$ cat config.mk
export PLATFORM = sky130hd
export DESIGN_NAME = posit_sync_fifo
export DESIGN_NICKNAME = d
export VERILOG_FILES = /design/src/rtl/posit_sync_fifo.sv
export SDC_FILE = /design/constraint.sdc
export NUM_CORES = 1
export LEC_CHECK = 0
export ABC_AREA = 1
export CAP_MARGIN = 20
export CORE_MARGIN = 2
export CORE_UTILIZATION = 25
export CTS_CLUSTER_DIAMETER = 60
export DETAILED_ROUTE_END_ITERATION = 8
export GPL_ROUTABILITY_DRIVEN = 0
export GPL_TIMING_DRIVEN = 0
export PLACE_DENSITY = 0.49
export SYNTH_ARGS = -nofsm -noshare
export SYNTH_HDL_FRONTEND = slang
export SYNTH_SLANG_ARGS = --single-unit
$ cat constraint.sdc
create_clock -name clk -period 9.8 [get_ports clk]
set_input_delay 2.94 -clock clk [delete_from_list [all_inputs] [get_ports clk]]
set_output_delay 2.94 -clock clk [all_outputs]
set_load 0.02 [all_outputs]
$ cat src/rtl/posit_sync_fifo.sv
// Single-clock first-word-fall-through FIFO; callers must not push when full or pop when empty.
module posit_sync_fifo #(
    parameter int unsigned WIDTH = 96,
    parameter int unsigned DEPTH = 8,
    localparam int unsigned AW   = $clog2(DEPTH)
) (
    input  logic             clk,
    input  logic             rst,
    input  logic             push,
    input  logic [WIDTH-1:0] wdata,
    input  logic             pop,
    output logic [WIDTH-1:0] rdata,
    output logic             full,
    output logic             empty,
    output logic [AW:0]      count
);

    logic [WIDTH-1:0] mem [DEPTH];
    logic [AW-1:0]    wptr_q, rptr_q;
    logic [AW:0]      count_q;

    always_ff @(posedge clk) begin
        if (push) begin
            mem[wptr_q] <= wdata;
        end
    end

    // Pointers wrap naturally because DEPTH is a power of two.
    always_ff @(posedge clk) begin
        if (rst) begin
            wptr_q  <= '0;
            rptr_q  <= '0;
            count_q <= '0;
        end else begin
            if (push) wptr_q <= wptr_q + 1'b1;
            if (pop)  rptr_q <= rptr_q + 1'b1;
            unique case ({push, pop})
                2'b10:   count_q <= count_q + 1'b1;
                2'b01:   count_q <= count_q - 1'b1;
                default: count_q <= count_q;
            endcase
        end
    end

    assign rdata = mem[rptr_q];
    assign count = count_q;
    assign full  = (count_q == (AW+1)'(DEPTH));
    assign empty = (count_q == '0);

endmodule

==> flow_summary.toml <==
[logic_synthesis]
yosysSeqAreaShare_pct = 76.55
synth-edff-count = 768
synthTopCellsByArea = "edfxtp_1 (76%), nor2_1 (4.9%), o21ai_0 (4.3%), nand2_1 (3.8%), mux2i_1 (3.2%)"
synthCells = 2246
syn_area_per_cell_um2 = 13.57
ys_seq_elements = 781
yosys.area.top_type_share_pct = 75.69
ys_types = 25
yosysMostFrequentCell = "edfxtp_1"
synth_fp_nets = 2351
yosys_warnings = 0
netlist_area_um2 = 30470
synth-async-reset-ratio_pct = 0
synth.top_cells.by_count = "edfxtp_1 (768), nor2_1 (400), nand2_1 (305)"
yosysTopAreaCell = "edfxtp_1"
synthFlopType = "edfxtp_1"

[die]
die-area_um2 = 124700
num_rows = 128
initial_core_util_pct = 25.10
fp.dieH_um = 353.1
fp.dieW_um = 353.1
io_pins = 202
core_um2 = 121400

[worst_setup_path]
cp.depth = 7
crit_family = "buffers and inverters"
critPathBufInv = 5
worstPathRequired_ps = 6860
path_class = "flop to output port"
critPathSlowestCell = "clkbuf_1"
startpoint_type = "flop"
end_kind = "output port"
reg2regPathDepth = 6
cp.arrival_ps = 3730
worstPathMaxFanout = 10
reg2reg_slack_ps = 7130
r2r_start = "wptr_q[0]"
worstPathCellList = "buf_2 > clkinv_1 > clkbuf_1 > clkbuf_1 > nand2_1 > nand2_1 > clkdlybuf4s50_1"
max_stage_delay_ps = 720

[cells_and_area]
fin_cells = 4251
final_layout_size_suffix_gt1_share_pct = 8.155
final-seq-area_um2 = 23320
final_nets = 2670
fill_cells = 12230
multi_input_area_um2 = 6395
area_delta_synth_final_pct = 24.21
final_area_um2 = 37840

[sta]
layout_min_cycle_time_ps = 6669
final_max_slew_viol_count = 0
finalCritPeriodShare_pct = 68.05
fmax_mhz = 149.9
relSlewSlack_pct = 31.63
setup_viol = 0
finClkSkew_ps = 15.12
setup_ws_ps = 3131
whs_ps = 513.2
hold_viol = 0
rsz0062_at_grt = "no"
tightestPinTransition_ps = 1026

[detailed_routing]
drt.antenna.violating_nets = 0
drc = 0
vias_per_cell = 4.339
drt-pass1-iter-count = 5
wl_per_cell_um = 20.17
drt_iter0_markers = 1270
vias = 18450
drt-total-wl_mm = 85.76

[global_route]
track_usage_pct = 13.40
grt_pass1_wl_mm = 123.8
antenna_found_initial = 12
gr-total-overflow = 0
grt_start_max_net_pins = 29
first_global_vias = 18280

[place]
dp_slack_ps = 3617
dp.cells = 4104
portBuffers = 201
placed_cell_area_um2 = 35240
dp_hpwl_mm = 55.58

[clocking]
postCtsSetupBuffers = 0
clk-insertion-delay-late_ps = 620
clk_pin_slew_ps = 60
ctsRootBufferMaster = "clkbuf_16"
htreeDepth = 3
clockBufferDepth = 3
clock-sinks = 781
cts_hold_buf = 0
cts_tree = "built"
cts_buffers = 84
post_cts_resized = 0

[worst_hold_path]
min_path_type = "flop to flop"
hold_depth = 2
hp-start = "rptr_q[1]"

[pwr]
ir_drop_mv = 0.1110
p_per_area_nw_per_um2 = 204.7
power_mw = 7.747
leakage_nw = 12.46

[job]
drv_cap = 0

[status]
status = "complete, no violations"
[report_power, final]
part / internal (mW) / switching [mW] / total, mW
combinational: 0.339 / 0.605 / 0.944
sequential: 3.75 / 0.0164 / 3.76
clock: 1.76 / 1.28 / 3.04
total: 5.85 / 1.90 / 7.75
[cells by family after synthesis]
group	synth area share, %
mux	3.154
compound gates	8.501
simple gates	8.846
buf+inv	2.661
flops	76.55
xor+xnor	0.08625
fa+ha+maj	0.2053
[cell type report]
cell class                 instances  share of cell area, %
antenna                            2                0.01322
inverter                          16                 0.1653
tap                             1625                  5.373
clock buffer                     106                  5.968
sequential                       781                  61.63
buffer                           139                  1.977
multi-input combinational       1310                  16.90
clock inverter                    39                 0.9026
timing repair buffer             233                  7.075
[tightest hold or removal path, cell delays in order, from the launching register on]
cell and delay [ps]:
dfxtp_1 310, nor2_1 90, a211oi_1 70
[per-stage QoR]
step / util, % / setup TNS (ps)
CTS: 31.17 / 0
finish: 31.17 / 0
global placement: 28.43 / -2042700
detailed placement: 29.03 / 0
global route: 31.17 / 0
floorplan: - / 0
[cells in the final DEF, fill, tap and decap left out, types with 3 or more instances in the layout]
| cell type | Yosys | routed |
|---|---|---|
| a211oi_1 | 3 | 3 |
| xnor2_1 | 3 | 3 |
| buf_12 | 0 | 27 |
| buf_6 | 20 | 20 |
| buf_2 | 37 | 37 |
| a21oi_1 | 7 | 7 |
| nor3_1 | 3 | 3 |
| bufinv_16 | 0 | 5 |
| mux2i_1 | 96 | 96 |
| clkinv_1 | 1 | 17 |
| o21ai_1 | 124 | 124 |
| ha_1 | 5 | 5 |
| buf_8 | 2 | 3 |
| clkbuf_1 | 71 | 89 |
| dfxtp_1 | 13 | 13 |
| o21ai_0 | 262 | 262 |
| inv_1 | 14 | 14 |
| inv_8 | 0 | 3 |
| clkdlybuf4s50_1 | 0 | 201 |
| nor2_4 | 0 | 8 |
| nor2_1 | 400 | 392 |
| nand2_1 | 305 | 305 |
| o22ai_1 | 96 | 96 |
| buf_16 | 0 | 4 |
| clkinv_2 | 0 | 11 |
| clkbuf_16 | 0 | 87 |
| nand3_1 | 4 | 4 |
| edfxtp_1 | 768 | 768 |
| buf_1 | 7 | 7 |
[routing by layer]
layer  GRT usage [%]  part of all wire, %
met1           17.20                   44
met2           22.48                   48
met3           2.486                  4.4
met4           5.013                  3.1
met5               0                0.058
[registers in the layout (all words and copies together), names as in the netlist, named ones only]
signal	count
count	4
wptr_q	3
mem	768
rptr_q	3
[final timing paths]
kind                                   end
worst max register to register  mem[0][58]
worst min register to register   rptr_q[1]
worst min-delay path             rptr_q[1]
worst max-delay path             rdata[92]
No activity file was read; power rests on OpenSTA's default activity.
